## config.mk

```make
export PLATFORM = sky130hd
export DESIGN_NAME = apb_reg_slave
export DESIGN_NICKNAME = d
export VERILOG_FILES = /design/src/rtl/apb_reg_slave_pkg.sv /design/src/rtl/apb_reg_slave_rf.sv /design/src/rtl/apb_reg_slave.sv
export SDC_FILE = /design/constraint.sdc
export NUM_CORES = 1
export LEC_CHECK = 0
export ABC_CLOCK_PERIOD_IN_PS = 3200
export CORE_MARGIN = 1
export CORE_UTILIZATION = 46
export DETAILED_ROUTE_END_ITERATION = 6
export PLACE_DENSITY_LB_ADDON = 0.25
export SYNTH_ARGS = -nofsm -noshare
export SYNTH_HDL_FRONTEND = slang
export SYNTH_SLANG_ARGS = --single-unit
```

## constraint.sdc

```tcl
create_clock -name pclock -period 3.2 [get_ports pclock]
set_input_delay 0.64 -clock pclock [delete_from_list [all_inputs] [get_ports pclock]]
set_output_delay 0.64 -clock pclock [all_outputs]
set_load 0.05 [all_outputs]
```

## src/rtl/apb_reg_slave_pkg.sv

```systemverilog
// apb_reg_slave_pkg
//   Shared definitions for the APB register responder:
//   - FSM state encoding (ST_IDLE / ST_WAIT / ST_DONE)
//   - register index constants (ID, CNT, first RW scratch register)
//   - decode_err(): classifies an access as illegal
package apb_reg_slave_pkg;

    typedef logic [1:0] state_t;

    localparam state_t ST_IDLE = 2'd0;
    localparam state_t ST_WAIT = 2'd1;
    localparam state_t ST_DONE = 2'd2;

    localparam logic [5:0] REG_ID      = 6'd0;
    localparam logic [5:0] REG_CNT     = 6'd1;
    localparam logic [5:0] REG_RW_BASE = 6'd2;

    // An access is illegal when it falls outside the register bank (upper
    // address bits set or word index past the last register) or when it
    // writes one of the read-only registers below REG_RW_BASE.
    function automatic logic decode_err(input logic [5:0]  widx,
                                        input logic        upper_nz,
                                        input logic        wr,
                                        input int unsigned num_regs);
        logic oob;
        logic ro_wr;
        oob   = ({26'd0, widx} >= num_regs);
        ro_wr = wr && (widx < REG_RW_BASE);
        return upper_nz || oob || ro_wr;
    endfunction

endpackage

```

## src/rtl/apb_reg_slave_rf.sv

```systemverilog
// apb_reg_slave_rf
//   Register file behind the APB responder: the ID constant, the CNT
//   transfer counter and NUM_REGS-2 read/write scratch registers.
// Ports:
//   clk_i    : clock
//   rst_i    : synchronous active-high reset (clears CNT and RW registers)
//   we_i     : write strobe for the RW register at waddr_i
//   waddr_i  : word index of the write
//   wdata_i  : write data
//   inc_i    : CNT increment strobe (one completed non-error transfer)
//   raddr_i  : word index for the combinational read mux
//   rdata_o  : read data (0 for indices that hold no register)
module apb_reg_slave_rf
    import apb_reg_slave_pkg::*;
#(
    parameter int              NUM_REGS = 8,
    parameter int              DW       = 32,
    parameter logic [DW-1:0]   ID_VALUE = 32'h0A9B_0001
) (
    input  logic          clk_i,
    input  logic          rst_i,
    input  logic          we_i,
    input  logic [5:0]    waddr_i,
    input  logic [DW-1:0] wdata_i,
    input  logic          inc_i,
    input  logic [5:0]    raddr_i,
    output logic [DW-1:0] rdata_o
);

    localparam int NUM_RW = NUM_REGS - 2;

    logic [DW-1:0] rw_q [NUM_RW];
    logic [31:0]   cnt_q;
    logic [31:0]   cnt_d;

    // Counter wraps naturally from all-ones to zero.
    assign cnt_d = inc_i ? cnt_q + 32'd1 : cnt_q;

    always_ff @(posedge clk_i) begin
        if (rst_i) begin
            cnt_q <= '0;
            for (int i = 0; i < NUM_RW; i++) begin
                rw_q[i] <= '0;
            end
        end else begin
            cnt_q <= cnt_d;
            for (int i = 0; i < NUM_RW; i++) begin
                if (we_i && (waddr_i == 6'(i) + REG_RW_BASE)) begin
                    rw_q[i] <= wdata_i;
                end
            end
        end
    end

    always_comb begin
        rdata_o = '0;
        if (raddr_i == REG_ID) begin
            rdata_o = ID_VALUE;
        end else if (raddr_i == REG_CNT) begin
            rdata_o = DW'(cnt_q);
        end else begin
            for (int i = 0; i < NUM_RW; i++) begin
                if (raddr_i == 6'(i) + REG_RW_BASE) begin
                    rdata_o = rw_q[i];
                end
            end
        end
    end

endmodule

```

## src/rtl/apb_reg_slave.sv

```systemverilog
// apb_reg_slave
//   APB completer answering transfers on psel[SLV_IDX] with a small bank
//   of 32-bit registers (ID, CNT, RW scratch). Inserts WAIT_STATES wait
//   cycles per transfer and reports illegal accesses on pslverr.
//   Build option: define APB_REG_SLAVE_PSLVERR_EN to drive pslverr; when
//   undefined pslverr is tied to 0 (illegal accesses are still blocked,
//   read back 0 and are not counted).
// Ports:
//   pclock  : clock, rising edge
//   preset  : synchronous active-high reset
//   paddr   : byte address (bits [1:0] ignored)
//   prwd    : 1 = write, 0 = read
//   pwdata  : write data
//   penable : access phase indicator
//   psel    : one-hot selects, only psel[SLV_IDX] is decoded
//   prdata  : registered read data, nonzero only in the pready cycle
//   pslverr : registered error response, only in the pready cycle
//   pready  : registered transfer-complete
module apb_reg_slave
    import apb_reg_slave_pkg::*;
#(
    parameter int          PADDR_WIDTH  = 32,
    parameter int          PWDATA_WIDTH = 32,
    parameter int          PRDATA_WIDTH = 32,
    parameter int          SLV_IDX      = 0,
    parameter int          NUM_REGS     = 8,
    parameter int          WAIT_STATES  = 0,
    parameter logic [31:0] ID_VALUE     = 32'h0A9B_0001
) (
    input  logic                    pclock,
    input  logic                    preset,
    input  logic [PADDR_WIDTH-1:0]  paddr,
    input  logic                    prwd,
    input  logic [PWDATA_WIDTH-1:0] pwdata,
    input  logic                    penable,
    input  logic [15:0]             psel,
    output logic [PRDATA_WIDTH-1:0] prdata,
    output logic                    pslverr,
    output logic                    pready
);

    localparam logic [3:0] WAIT_LOAD = 4'(WAIT_STATES - 1);

    logic sel;
    logic setup;
    logic upper_nz;

    state_t      state_q, state_d;
    logic [3:0]  wcnt_q, wcnt_d;
    logic [5:0]  widx_q, widx_d;
    logic        wr_q, wr_d;
    logic        err_q, err_d;
    logic        enter_done;

    logic                    pready_q, pready_d;
    logic [PRDATA_WIDTH-1:0] prdata_q, prdata_d;
    logic [PRDATA_WIDTH-1:0] rf_rdata;
    logic                    done_ok;
    logic                    unused_ok;

    assign sel      = psel[SLV_IDX];
    assign setup    = sel & ~penable;
    assign upper_nz = |(paddr >> 8);

    // Byte-lane bits and the other slaves' selects are intentionally ignored.
    assign unused_ok = ^{paddr[1:0], psel};

    always_comb begin
        state_d    = state_q;
        wcnt_d     = wcnt_q;
        widx_d     = widx_q;
        wr_d       = wr_q;
        err_d      = err_q;
        enter_done = 1'b0;
        case (state_q)
            ST_IDLE: begin
                if (setup) begin
                    widx_d = paddr[7:2];
                    wr_d   = prwd;
                    err_d  = decode_err(paddr[7:2], upper_nz, prwd, NUM_REGS);
                    if (WAIT_STATES == 0) begin
                        state_d    = ST_DONE;
                        enter_done = 1'b1;
                    end else begin
                        state_d = ST_WAIT;
                        wcnt_d  = WAIT_LOAD;
                    end
                end
            end
            ST_WAIT: begin
                if (!sel) begin
                    state_d = ST_IDLE;
                end else if (wcnt_q == 4'd0) begin
                    state_d    = ST_DONE;
                    enter_done = 1'b1;
                end else begin
                    wcnt_d = wcnt_q - 4'd1;
                end
            end
            ST_DONE: state_d = ST_IDLE;
            default: state_d = ST_IDLE;
        endcase
    end

    // Response is computed on the edge into DONE from the decoded access
    // (widx_d/err_d are the setup-cycle decode when entering straight from
    // IDLE). Only legal reads return data.
    assign pready_d = enter_done;
    assign prdata_d = (enter_done && !wr_d && !err_d) ? rf_rdata : '0;

    // A transfer completes on the DONE edge only if the master is still
    // selecting us in the access phase.
    assign done_ok = (state_q == ST_DONE) & pready_q & sel & penable & ~err_q;

    always_ff @(posedge pclock) begin
        if (preset) begin
            state_q  <= ST_IDLE;
            wcnt_q   <= '0;
            widx_q   <= '0;
            wr_q     <= 1'b0;
            err_q    <= 1'b0;
            pready_q <= 1'b0;
            prdata_q <= '0;
        end else begin
            state_q  <= state_d;
            wcnt_q   <= wcnt_d;
            widx_q   <= widx_d;
            wr_q     <= wr_d;
            err_q    <= err_d;
            pready_q <= pready_d;
            prdata_q <= prdata_d;
        end
    end

`ifdef APB_REG_SLAVE_PSLVERR_EN
    logic pslverr_q;

    always_ff @(posedge pclock) begin
        if (preset) begin
            pslverr_q <= 1'b0;
        end else begin
            pslverr_q <= enter_done & err_d;
        end
    end

    assign pslverr = pslverr_q;
`else
    assign pslverr = 1'b0;
`endif

    assign pready = pready_q;
    assign prdata = prdata_q;

    apb_reg_slave_rf #(
        .NUM_REGS (NUM_REGS),
        .DW       (PRDATA_WIDTH),
        .ID_VALUE (PRDATA_WIDTH'(ID_VALUE))
    ) u_rf (
        .clk_i   (pclock),
        .rst_i   (preset),
        .we_i    (done_ok & wr_q),
        .waddr_i (widx_q),
        .wdata_i (pwdata),
        .inc_i   (done_ok),
        .raddr_i (widx_d),
        .rdata_o (rf_rdata)
    );

endmodule

```

* After elaboration in Yosys (flattened, before gate mapping)
Memory sizes are Yosys's and may differ from the RTL's.
Cells that the tools add are included.
** Word-level totals
- Logic and storage cells :: 116
- Bits in read-only memories :: 0
- Output and inout port bits :: 34
- Input bits :: 84
- Flip-flop bits (word level) :: 79
- Bits in writable memories :: 192
- Memories kept :: 1
- Latch bits :: 0
** Memories
- u_rf.rw_q :: depth 6, width 32, read ports 6, clocked after Yosys merged registers in 0, wr ports 6, line apb_reg_slave_rf.sv:32 : logic [DW-1:0] rw_q [NUM_RW];
** Cells by class
- Eq/ne operators :: 17
- Bitwise operators :: 16
- Reduce and logical (&&, ||, !) cells :: 21
- $add $sub $neg :: 2
- Shift-type cells :: 0
- Order comparisons :: 2
- Mux-type cells :: 48
- Multipliers :: 0
- Divide/modulo/power cells :: 0
** Operators with widths (count)
- 32-bit 2-to-1 mux :: 13
- 6-bit by 3-bit == test with 1-bit output, second input constant :: 8
- 32-bit by 1-bit adder with 32-bit output, second input constant :: 1
- 28-bit 2-to-1 mux :: 1
- 1-bit 2-to-1 mux :: 27
- 6-bit by 2-bit == test with 1-bit output, second input constant :: 4
- 24-bit OR reduction :: 1
- 6-bit 2-to-1 mux :: 2
- 1-bit logical AND :: 9
- 1-bit bitwise AND :: 6
- 6-bit by 1-bit == test with 1-bit output, second input constant :: 1
- 6-bit by 4-bit >= comparator with 1-bit output, second input constant :: 1
- 6-bit logical NOT :: 1
- 6-bit by 2-bit < comparator with 1-bit output, second input constant :: 1
- 2-bit 2-to-1 mux :: 3
- 1-bit bitwise OR :: 6
- 4-bit logical NOT :: 1
- 1-bit inverter :: 4
- 2-bit one-hot mux with 2 select lines :: 1
- 4-bit by 1-bit subtractor with 4-bit output, second input constant :: 1
- 3-bit inequality test, second input constant :: 1
- 3-bit AND reduction :: 1
- 3-bit OR reduction :: 1
- 2-bit by 1-bit == test with 1-bit output, second input constant :: 1
- other kinds (8) :: 10

* Longest topological paths before layout
Gate-level depths: netlist (run 1).
- Depth in word-level cells :: 13
- Depth in mapped cells :: 9
- Mapped depth without buffers :: 6

* Cells and area by module
From an unflattened synthesis (run 1), not the netlist that was laid out.
** Unflattened totals
- Cells, all modules :: 950
- Area total of the unflattened synthesis :: 11796.3 sq um
** Modules (own cells, without submodules)
- apb_reg_slave_rf :: cells each 834, sequential area each 6406.1 sq um, times used 1, area each 10451.3 sq um
- apb_reg_slave :: cells each 116, sequential area each 840.8 sq um, times used 1, area each 1345.0 sq um

* Least setup slack after synthesis (run 1)
OpenSTA, ideal clock, no wires.
- Path kind :: input to register
- Start point :: input psel[0]
- End point :: memory u_rf.rw_q[2][0] (netlist: u_rf.rw_q[0][64]), enable pin
- Path buffers :: 1
- Library setup time :: 428 ps
- Required time :: 2772 ps
- Arrival :: 3036 ps
- Stages :: 5
- Slack :: -264 ps
- Cell sequence :: and4b_1 > clkbuf_2 > nand4_1 > or2_2 > o21bai_1
** RTL lines
- start, declared :: line apb_reg_slave.sv:36 : input logic [15:0] psel,
- end, declared :: line apb_reg_slave_rf.sv:32

* Worst setup path after layout (run 1)
- Start point :: input psel[0]
- End point :: register prdata_q[31] (netlist: prdata[31])
** On the way
- Cells in the longest elaborated chain, start to end :: 11
- Elaborated cells on any way between the ends :: 31
- Those cells by class :: eq/ne (7); mux (16); bitwise (2); reduce/logical (6)
** RTL lines
- 1-bit bitwise AND :: line apb_reg_slave.sv:62 : assign setup = sel & ~penable;
- 6-bit 2-to-1 mux :: line apb_reg_slave.sv:77 : if (setup) begin
- 6-bit 2-to-1 mux :: line apb_reg_slave.sv:75 : case (state_q)
- 6-bit by 2-bit == test with 1-bit output :: line apb_reg_slave_rf.sv:63 : if (raddr_i == 6'(i) + REG_RW_BASE) begin
- 32-bit 2-to-1 mux (6 in a row) :: line apb_reg_slave_rf.sv:63
- 32-bit 2-to-1 mux :: line apb_reg_slave_rf.sv:59 : end else if (raddr_i == REG_CNT) begin
- end signal, assigned :: line apb_reg_slave.sv:131 : prdata_q <= prdata_d;
- end, declared :: line apb_reg_slave.sv:56 : logic [PRDATA_WIDTH-1:0] prdata_q, prdata_d;
Several ways; a longest one is shown, not always the timed one.
A chain may end at the register's enable or synchronous reset.

==> metrics.cfg, run 1 <==
[die]
core_region_area_mm2=0.0253
die_x_um=163
die_area_mm2=0.0266
die_y_um=163
start_util_pct=47.2
num_io_pins=118
num_rows=58

[clock_network]
cts_max_level=1
root_buffer=clkbuf_16
clkSinkCount=266
tritoncts=yes
cts_buffers=28
cts_setup_buffers=0
clk_pin_slew_ps=60
cts_resized=0
ctsHoldBuffers=0
clock_path_buffers=3
clk_latency_ps=540

[flow_run]
max-cap-violations=0

[routing]
drtAntennaViolNets=0
vias_per_cell=5.69
wl_per_cell_um=20.6
via_count=8543
drtIter0Drc=787
drt-total-wl_um=30900
drt_first_pass_iters=5
drc_errors=0

[critical_path]
path_class=primary input to register
r2r-end=prdata[31]
worstPathArrival_ps=3050
crit_start=psel[0]
critPathCaptureType=register
cp_data_required_time_ps=3600
crit_end=prdata[31]
r2r_slack_ps=800
r2r_cells=8
path_max_fanout=26
startpoint_type=primary input
r2r-start=state_q[1]

[min_path]
whs_path_depth=2
worst_hold_path_type=register to register

[logic_synthesis]
synth_nets=1118
synth-edff-count=192
synthDistinctLibCells=52
synthFlopType=edfxtp_1
yosysTopAreaCellShare_pct=48.2
ys_seq_elements=266
syn_area_per_cell_um2=11.6
synth-async-reset-ratio_pct=0
seq_area_frac_synth_pct=60.6
synth_commonest_cells=and2_1 (211), edfxtp_1 (192), nor2_1 (89)
yosysMostFrequentCell=and2_1
syn-instance-count=1033
synth.area.top_cells=edfxtp_1 (48%), dfxtp_1 (12%), and2_1 (11%)
yosysTopAreaCell=edfxtp_1
synth_warnings=0
syn_area_mm2=0.0120

[cells_and_area]
drive_gt1_share_pct=11.7
nNetsFinal=1235
design_area_mm2=0.0147
final_util_pct=58.2
antennaDiodeCount=0
stdcell_count=1501
syn_to_final_growth_pct=23.2

[power_and_ir_drop]
ir_drop_mv=0.372
p_total_mw=7.52
total_leakage_power_nw=5.26
powerDensity_mw_per_mm2=510

[placement]
pre_cts_slack_ps=2.03
dp.cells=1450
io_buffers=99
place_area_mm2=0.0139
dp_hpwl_um=19700
gp_congestion=0.793

[sta]
period_share_pct=82.7
tightest_slew_ps=641
hold_slack_ps=479
slew_viol_final=0
fin_skew_ps=16.6
final-setup-viol-count=0
hold_viol_final=0
max_slew_margin_pct=56.9
fin_ws_ps=553
rsz0062_at_grt=false
fmax_mhz=378
setup_tns_ps=0
finalCriticalPeriod_ps=2650

[global_routing]
grt_pass1_wl_um=47400
grt_max_degree=55
grt.total_usage_pct=23.3
grt_pass1_vias=8320
grt_overflow=0
antenna_found_initial=0

[status]
outcome=completed

-- power by group --
part / total [mW] / switching (mW) / leakage [nW] / internal, mW
Sequential: 3.80 / 0.0350 / 2.58 / 3.77
Clock: 3.14 / 1.31 / 0.427 / 1.83
Combinational: 0.570 / 0.322 / 2.25 / 0.249
Total: 7.52 / 1.67 / 5.26 / 5.85
-- worst min-delay path by stage --
stage               slack [ps]   endpoint       from
floorplan                  450       wr_q       wr_q
global placement           460  widx_q[2]  widx_q[2]
detailed placement         470  widx_q[2]  widx_q[2]
CTS                        480  widx_q[2]  widx_q[2]
global route               520  widx_q[2]  widx_q[2]
finish                     480  widx_q[2]  widx_q[2]
-- cells in the final DEF, fill, tap and decap left out, types with 10 or more instances in the layout --
master           count
o22ai_1             24
nand2_1             71
nand4_1             10
a221oi_1            35
nand3_1             14
clkdlybuf4s50_1     98
and2_1             211
mux2i_1             16
o2111ai_1           16
xor2_1              23
buf_4               43
buf_12              21
a221o_1             22
edfxtp_1           192
dfxtp_1             74
clkbuf_16           29
nor2_1              88
o21ai_0             30
a21oi_1             35
-- per-layer routing --
metal / track usage (%) / part of all wire, %
met1: 32.2 / 43
met2: 39.2 / 48
met3: 2.82 / 6.8
met4: 5.44 / 1.7
met5: 0 / 0
-- critical path, cell delays in order --
cell and delay (ps):
clkdlybuf4s50_1 480, or3b_4 470, buf_4 190, mux2i_4 270, buf_12 210, nor2_1 50
o21ai_0 180, o2111ai_1 150, a221oi_1 390
-- final cells by class --
| cell class | instances | area, um^2 |
|---|---|---|
| Clock buffer | 38 | 769 |
| Clock inverter | 13 | 110 |
| Fill cell | 2021 | 10600 |
| Inverter | 2 | 7.51 |
| Multi-Input combinational cell | 689 | 4450 |
| Sequential cell | 266 | 7250 |
| Tap cell | 330 | 413 |
| Timing Repair Buffer | 163 | 1730 |
-- logic make-up after synthesis --
family / count (synthesis) / synth area share, %
and+or+nand+nor: 443 / 20.2
DFF: 266 / 60.6
AOI/OAI and AO/OA: 198 / 12.4
buffers and inverters: 78 / 3.01
xor gates and xnor gates: 28 / 2.05
muxes: 18 / 1.58
adders and majority gates: 1 / 0.105
other: 1 / 0.0314
-- state kept, by name (all words and copies together), names as in the netlist --
register    flops
state_q         1
err_q           1
widx_q          6
wr_q            1
prdata         32
u_rf.rw_q     192
pready          1
u_rf.cnt_q     32
No activity file was read; power rests on OpenSTA's default activity.
==> run 2: changes to the inputs <==
- ABC_CLOCK_PERIOD_IN_PS: 3200 -> 2500
- clock period: 3.2 -> 2.5 ns (I/O delays scaled with it)
==> run 2 against run 1 <==
Wire length increased by 5.1%. Clock skew fell by 9.0 ps. Non-clock buffer count is 42 higher. Worst hold slack got worse by 4.3 ps. Count of clock-buffer cells in the layout grew 8. Cell area rose by 3.3%. Highest routed layer unchanged. Final cell count up 2.9%. Total power increased by 29%. Sequential cell count unchanged. Core utilization is 1.9 points higher.
==> metrics.cfg, run 2 (synthesis results as in run 1) <==
[sta]
finalCriticalPeriod_ps=2390
slew_viol_final=0
tightest_slew_ps=584
fin_skew_ps=7.59
final-setup-viol-count=0
period_share_pct=95.7
hold_viol_final=0
fmax_mhz=418
max_slew_margin_pct=61.1
hold_slack_ps=474

[cells_and_area]
fill_cells=2034
regMostFlops=u_rf.rw_q
drive_gt1_share_pct=15.6
nNetsFinal=1278
largest_reg_flops=192
final_cell_mix=and2_1 (210), edfxtp_1 (192), clkdlybuf4s50_1 (97)
antennaDiodeCount=0
design_area_mm2=0.0152
final_common_cell=and2_1
syn_to_final_growth_pct=27.3

[global_routing]
grt_overflow=0
antenna_found_initial=1
grt_pass1_wl_um=49200
grt_pass1_vias=8645
grt_max_degree=31
grt.total_usage_pct=24.6

[critical_path]
path_max_fanout=7
r2r-start=widx_q[5]
worstPathArrival_ps=2870
r2r_slack_ps=170
startpoint_type=primary input
cp_data_required_time_ps=2980
path_class=primary input to register
r2r-end=prdata[5]
r2r_cells=9
critPathCaptureType=register

[flow_run]
max-cap-violations=0

[power_and_ir_drop]
powerDensity_mw_per_mm2=635
ir_drop_mv=0.449
total_leakage_power_nw=5.52
p_total_mw=9.67

[die]
die_area_mm2=0.0266
die_x_um=163
num_rows=58
num_io_pins=118
die_y_um=163
start_util_pct=47.2
core_region_area_mm2=0.0253

[clock_network]
clk_pin_slew_ps=60
cts_buffers=28
tritoncts=yes
root_buffer=clkbuf_16
cts_max_level=1
clock_path_buffers=3
clk_latency_ps=530
clkSinkCount=266

[routing]
wl_per_cell_um=21.0
routed-wl-met3_um=2270
drtIter0Drc=618
top_layer_used=met4
drt-total-wl_um=32400
met2_length_um=15700
drt_first_pass_iters=5
via_count=8796
wl_met1_um=13900
drtAntennaViolNets=0
vias_per_cell=5.69
drc_errors=0

[placement]
io_buffers=99
gp_congestion=0.814
place_area_mm2=0.0142
dp_hpwl_um=21300

[min_path]
hp-start=wr_q
whs_path_depth=2
worst_hold_path.endpoint=wr_q
worst_hold_path_type=register to register

[status]
outcome=completed

## run 2: changes by cell type in the layout (fill, tap and decap cells not counted), sizes merged
cell | before | now
dlymetal6s2s | 0 | 1
or3b | 2 | 3
clkbuf | 38 | 46
clkdlybuf4s50 | 98 | 97
bufinv | 2 | 1
clkinvlp | 1 | 0
clkinv | 10 | 5
buf | 65 | 107
## run 2: how the worst max path moves through the flow
stage / from / endpoint / cells past startpoint
6_report: penable / prdata[25] / 9
5_1_grt: penable / prdata[31] / 9
4_1_cts: psel[0] / prdata[25] / 9
3_5_place_dp: psel[0] / prdata[16] / 7
3_3_place_gp: psel[0] / prdata[25] / 7
2_1_floorplan: pready / u_rf.rw_q[0][128] / 2
## run 2: layout make-up
class | instances | area [um^2] | area share [%]
timing repair buffer | 205 | 2150 | 14.1
tap | 330 | 413 | 2.71
clock buffer | 46 | 840 | 5.52
multi-input combinational | 690 | 4510 | 29.7
sequential | 266 | 7250 | 47.6
clock inverter | 6 | 50.0 | 0.329
inverter | 2 | 7.51 | 0.0493
## run 2: stage by stage
step	utilization, %	setup TNS, ps	setup slack [ps]	std cells
floorplan	-	-50900	-539	1033
CTS	59.8	0	42.5	1541
finish	60.1	0	109	1545
detailed placement	56.2	-15990	-497	1489
global placement	56.2	-14600	-434	1489
global route	60.1	-11.4	-6.03	1545
## run 2: timing repair
item	CTS	global route
setup buffers	0	3
resized for setup	0	12
endpoints found under the setup margin	0	26
hold buffers	0	0
## run 2: where the power goes
group          internal (mW)  switching (mW)  total, mW
registers               4.82          0.0464       4.87
clock network           2.38            1.63       4.00
logic                  0.361           0.432      0.793
total                   7.56            2.11       9.67
## run 2: worst max-delay path, cell delays in order
cell	delay (ps)
clkdlybuf4s50_1	490
or3b_4	450
buf_4	150
a31oi_2	330
buf_4	210
buf_4	180
o22ai_1	100
a221oi_1	310
buf_4	150
## run 2: layer usage
| metal | up-vias | track usage [%] |
|---|---|---|
| li1 | 4112 | - |
| met1 | 4272 | 33.1 |
| met2 | 370 | 41.4 |
| met3 | 42 | 3.00 |
| met4 | 0 | 7.05 |
| met5 | - | 0 |
==> run 3: changes to the inputs <==
- ABC_CLOCK_PERIOD_IN_PS: 2500 -> unset
==> results of run 3 <==
Same layout as run 2: the final DEF is identical, and so are final timing and power.
